**src/rtl/fb_read_arbiter.sv**
```systemverilog
// rtl/fb_read_arbiter.sv - frame-buffer read-port arbiter, display priority, sampler best-effort
// Routes one-cycle-latency read data to its owner and flags sampler starvation.
module fb_read_arbiter #(
   parameter int ADDR_W       = 16,
   parameter int DATA_W       = 16,
   parameter int STARVE_LIMIT = 1024
) (
   input  logic              clk,
   input  logic              reset,
   input  logic              disp_req,
   input  logic [ADDR_W-1:0] disp_addr,
   output logic              disp_rvalid,
   input  logic              smp_req,
   input  logic [ADDR_W-1:0] smp_addr,
   output logic              smp_gnt,
   output logic              smp_rvalid,
   output logic [DATA_W-1:0] rdata,
   output logic [ADDR_W-1:0] mem_rdaddress,
   input  logic [DATA_W-1:0] mem_q,
   output logic              smp_starved,
   input  logic              starve_clr
);

   localparam int CNT_W = $clog2(STARVE_LIMIT + 1);
   localparam logic [CNT_W-1:0] LIMIT = CNT_W'(STARVE_LIMIT);

   logic              disp_tag;
   logic              smp_tag;
   logic [ADDR_W-1:0] last_addr;
   logic [CNT_W-1:0]  wait_cnt;
   logic              starved_q;

   // Grant is purely combinational so a granted address reaches the memory this cycle.
   always_comb begin
      smp_gnt       = 1'b0;
      mem_rdaddress = last_addr;
      if (reset) begin
         mem_rdaddress = '0;
      end else if (disp_req) begin
         mem_rdaddress = disp_addr;
      end else if (smp_req) begin
         smp_gnt       = 1'b1;
         mem_rdaddress = smp_addr;
      end
   end

   always_ff @(posedge clk or posedge reset) begin
      if (reset) begin
         disp_tag  <= 1'b0;
         smp_tag   <= 1'b0;
         last_addr <= '0;
      end else begin
         disp_tag <= disp_req;
         smp_tag  <= smp_gnt;
         if (disp_req || smp_gnt) begin
            last_addr <= mem_rdaddress;
         end
      end
   end

   // Clear beats both the sticky set and the counter increment.
   always_ff @(posedge clk or posedge reset) begin
      if (reset) begin
         wait_cnt  <= '0;
         starved_q <= 1'b0;
      end else if (starve_clr) begin
         wait_cnt  <= '0;
         starved_q <= 1'b0;
      end else begin
         if (wait_cnt == LIMIT) begin
            starved_q <= 1'b1;
         end
         if (smp_gnt || !smp_req) begin
            wait_cnt <= '0;
         end else if (wait_cnt != LIMIT) begin
            wait_cnt <= wait_cnt + 1'b1;
         end
      end
   end

   assign disp_rvalid = disp_tag;
   assign smp_rvalid  = smp_tag;
   assign rdata       = mem_q;
   assign smp_starved = starved_q;

endmodule

```
**config.mk**
```make
export PLATFORM = sky130hd
export DESIGN_NAME = fb_read_arbiter
export DESIGN_NICKNAME = d
export VERILOG_FILES = /design/src/rtl/fb_read_arbiter.sv
export SDC_FILE = /design/constraint.sdc
export NUM_CORES = 1
export LEC_CHECK = 0
export ABC_CLOCK_PERIOD_IN_PS = 2100
export CAP_MARGIN = 15
export CORE_MARGIN = 4
export CORE_UTILIZATION = 63
export CTS_CLUSTER_DIAMETER = 100
export DETAILED_ROUTE_END_ITERATION = 6
export DONT_BUFFER_PORTS = 1
export HOLD_SLACK_MARGIN = 0.02
export MAX_ROUTING_LAYER = met4
export PLACE_DENSITY = 0.79
export SLEW_MARGIN = 40
export SYNTH_ARGS = -nofsm -noshare
export SYNTH_HDL_FRONTEND = slang
export SYNTH_SLANG_ARGS = --single-unit
```
**constraint.sdc**
```tcl
create_clock -name clk -period 2.1 [get_ports clk]
set_clock_uncertainty 0.1 [all_clocks]
set_input_delay 0.315 -clock clk [delete_from_list [all_inputs] [get_ports clk]]
set_output_delay 0.315 -clock clk [all_outputs]
set_load 0.01 [all_outputs]
```
Yosys cells after proc, flatten, opt, wreduce, memory -nomap -nowiden
Cells that the tools add are included.
W data, S select, Z words.
{ "totals": {"wordCells": 24, "reg_bits": 30, "latchBits": 0, "n_memories": 0, "in_bits": 53, "mem_bits_ro": 0, "ramBits": 0} }
{ "op_classes": {"n_addsub": 1, "bitwise_logic": 0, "shifts": 0, "eq_ne": 2, "div": 0, "mul": 0, "n_lt_le_gt_ge": 0, "reduce_logical": 5, "n_mux": 11} }
{ "ops": {"columns": ["cell", "n"], "rows": [
  ["$mux W16", 3],
  ["$mux W11", 3],
  ["$add A11 B1 Y11 const B", 1],
  ["$eq A11 B11 Y1 const B", 1],
  ["$ne A11 B11 Y1 const B", 1],
  ["$mux W1", 5],
  ["$reduce_bool A3 Y1", 1],
  ["$logic_or A1 B1 Y1", 2],
  ["$reduce_bool A2 Y1", 1],
  ["$logic_not A1 Y1", 1]
]} }

Logic depth before layout (Yosys ltp)
{ "logic_depth": {"ltp_word": 6, "depth_mapped": 6, "mapped_depth_nobuf": 4} }

Least setup slack after synthesis
Ideal clock, no wire load.
{ "synth_path": {"path_kind": "in2out", "from": "input port smp_req", "to": "output port mem_rdaddress[10]", "path_buffers": 2, "slack_ps": 506, "cell_stages": 5, "arrival_ps": 1179, "path_cell_list": "buf_2 buf_2 mux2_1 mux2i_1 nor2_1"} }
{ "synth_via": {"elab_chain_cells": 3} }
{ "synth_lines": {"columns": ["element", "line_no", "source"], "rows": [
  ["start, declared", "13", "input logic smp_req,"],
  ["$mux W16", "41", "end else if (smp_req) begin"],
  ["$mux W16", "39", "end else if (disp_req) begin"],
  ["$mux W16", "37", "if (reset) begin"],
  ["end, declared", "18", "output logic [ADDR_W-1:0] mem_rdaddress,"]
]} }
No other way between the ends.

Final worst setup path
{ "layout_path": {"from": "input port disp_req", "to": "output port smp_gnt"} }
{ "layout_via": {"elab_chain_cells": 2} }
{ "layout_lines": {"columns": ["element", "line_no", "source"], "rows": [
  ["start, declared", "10", "input logic disp_req,"],
  ["$mux W1", "39", null],
  ["$mux W1", "37", null],
  ["end, declared", "15", "output logic smp_gnt,"]
]} }
No other way between the ends.

==> impl_metrics.toml <==
[outcome]
status = "finished, final reports clean"

[detailed_routing]
drc = 0
vias = 1551
wl_per_cell_um = 18.5
first_pass_iters = 4
postRouteAntennaNets = 0
totalWireLength_um = 4640
first_iter_violations = 116
viasPerCell = 6.18

[floorplanning]
ioPinCount = 89
std_cell_rows = 20
initial_core_util_pct = 65.9
core_mm2 = 0.00305
die-area_mm2 = 0.00416
die_h_um = 64.5
die_width_um = 64.5

[logic_synthesis]
synth_area_mm2 = 0.00201
ys_types = 36
seq_area_frac_synth_pct = 37.3
synth_top_area_share_pct = 37.3
ys_top_cells_by_area = "dfrtp_1 (37%), mux2i_1 (14%), buf_4 (6.3%), mux2_1 (6.2%), nand2_1 (3.4%)"
synthFlopType = "dfrtp_1"
avgSynthCellArea_um2 = 9.40
synth_top_cell_by_area = "dfrtp_1"
yosysWarnings = 0
ys_ff_latch = 30
synth_nets = 269
synthCells = 214
synth_edf_count = 0
async_flop_share_pct = 100

[grt]
grt_pass1_vias = 1738
grt_usage_pct = 25.3
grt_overflow = 0
grt_pass1_wl_um = 8060
grt_max_degree = 32
antenna_found_initial = 0

[timing]
setup_viol = 0
layout_min_cycle_time_ps = 1830
worstMarginPinSlew_ps = 690
hold_viol = 0
worst_slack_ps = 267
post-route-period-util_pct = 87.3
fmax_mhz = 546
setup_tns_ps = 0
maxSlewHeadroom_pct = 53.8
slew_violations = 0
grt_setup_unrepaired = "false"

[placement]
pre_cts_ws_ps = 441
place_area_mm2 = 0.00190
hpwl_um = 3130
dpl.cell_count = 230
globalplace.congestion = 0.766
io_buffers = 0

[final_layout]
synthToLayoutAreaGrowth_pct = 3.79
n_antenna_cell = 0
fin_area_mm2 = 0.00209
nets = 261
drive_gt1_share_pct = 6.76
instances_no_fill = 251

[hold_path]
hold_class = "in -> reg"

[setup_path]
startpoint_type = "input pin"
path_cells = "dlygate4sd3_1 -> nor2b_1"
timing.setup.critical_path_class = "in -> out"
slowest_stage = "dlygate4sd3_1"
setup.worst_path.end_class = "output port"
crit_required_ps = 1680
crit_fanout = 31
cp.arrival_ps = 1420
slowest_delay_ps = 740
critPathBufInv = 1
crit_family = "buffers and inverters"

[power]
power.density_mw_per_mm2 = 562
p_leak_nw = 0.879
ir_drop_v = 0.000463

[clock_network]
cts_max_level = 2
clkTransAtPathRegs_ps = 90
cts_tree = "built"
clockBufferDepth = 2
cts-resized-gates = 0
clkSinkCount = 30
cts_buffers = 5
clkLatencyLatePin_ps = 330
cts-root-buf = "clkbuf_4"

[job]
maxCapViolCount = 0
==> layer usage <==
layer  vias to the layer above  part of all wire (%)  track usage [%]
li1                        727                     -                -
met1                       756                    39             27.1
met2                        51                    53             44.6
met3                        17                   5.9             7.80
met4                         0                   1.7             8.44
met5                         -                     0                -
==> layout by cell type, fill, tap and decap left out, types with 2 or more instances in the layout <==
cell type and instances:
o21a_1 6, o21ai_1 11, mux2i_1 29, nor2_1 18, o2bb2ai_1 5, clkbuf_4 5
o2111ai_1 5, mux2_1 11, nand3_1 3, nor2b_1 4, or3_1 3, dlygate4sd3_1 13
a21boi_1 5, buf_4 2, inv_1 5, a21oi_1 6, o21ai_0 3, xor2_1 2
or4_1 3, o31ai_1 3, nand2_1 18, dfrtp_1 30, ha_1 2
==> timing repair <==
item / CTS / global route
hold endpoints to repair: 48 / 0
setup buffers: 0 / 0
hold buffers: 13 / 0
==> synth_stat cells (2+ instances only) <==
cell and count:
nor2b_1 4, inv_1 5, mux2_1 11, buf_4 17, ha_1 2, o21ai_0 3
clkbuf_1 6, o31ai_1 3, nand2_1 18, dfrtp_1 30, nor2_1 18, a21boi_1 5
or4_1 3, o21a_1 6, mux2i_1 29, xor2_1 2, or3_1 3, a21oi_1 6
o2bb2ai_1 5, buf_2 6, nand3_1 3, o21ai_1 11, o2111ai_1 5
==> stage by stage <==
stage          power, mW  util (%)  hold slack [ps]
3_5_place_dp       0.804      62.2              208
3_3_place_gp       0.793      62.2              206
5_1_grt             1.24      68.4             40.5
6_report            1.17      68.4             53.9
4_1_cts             1.18      68.4             38.6
2_1_floorplan      0.831         -              246
==> registers in the layout, summed over array words and instances (netlist names) <==
register	count
smp_rvalid	1
disp_rvalid	1
last_addr	16
wait_cnt	11
smp_starved	1
==> cell type report <==
type / count / area [um^2]
clock buffer: 7 / 55.1
clock inverter: 1 / 5.00
fill: 239 / 965
inverter: 6 / 22.5
multi-input combinational: 148 / 1050
sequential: 30 / 751
tap: 44 / 55.1
timing repair buffer: 15 / 145
==> report_power, final <==
part           internal, mW  switching, mW  leakage [nW]
clock                 0.162          0.194        0.0353
combinational        0.0927         0.0982         0.447
sequential            0.609         0.0186         0.397
total                 0.863          0.311         0.879
==> path summary, 6_finish.rpt <==
| check | from | to | cells after the start | slack (ps) |
|---|---|---|---|---|
| setup reg to reg | wait_cnt[0] | wait_cnt[10] | 4 | 400 |
| max in group asynchronous | reset | wait_cnt[8] | 2 | 940 |
| setup / recovery | disp_req | smp_gnt | 2 | 270 |
| hold / removal | smp_req | wait_cnt[0] | 2 | 50 |
| min in group asynchronous | reset | wait_cnt[2] | 2 | 560 |
| hold reg to reg | last_addr[4] | last_addr[4] | 1 | 410 |
==> logic make-up after synthesis <==
logic type	share of synthesized area, %
AO/OA/AOI/OAI	15.2
XOR/XNOR	0.871
adder cells (fa/ha/maj)	1.24
buffers and inverters	10.3
flip-flops	37.3
multiplexers	20.6
AND/OR/NAND/NOR	14.5
(Power assumes the default switching activity.)
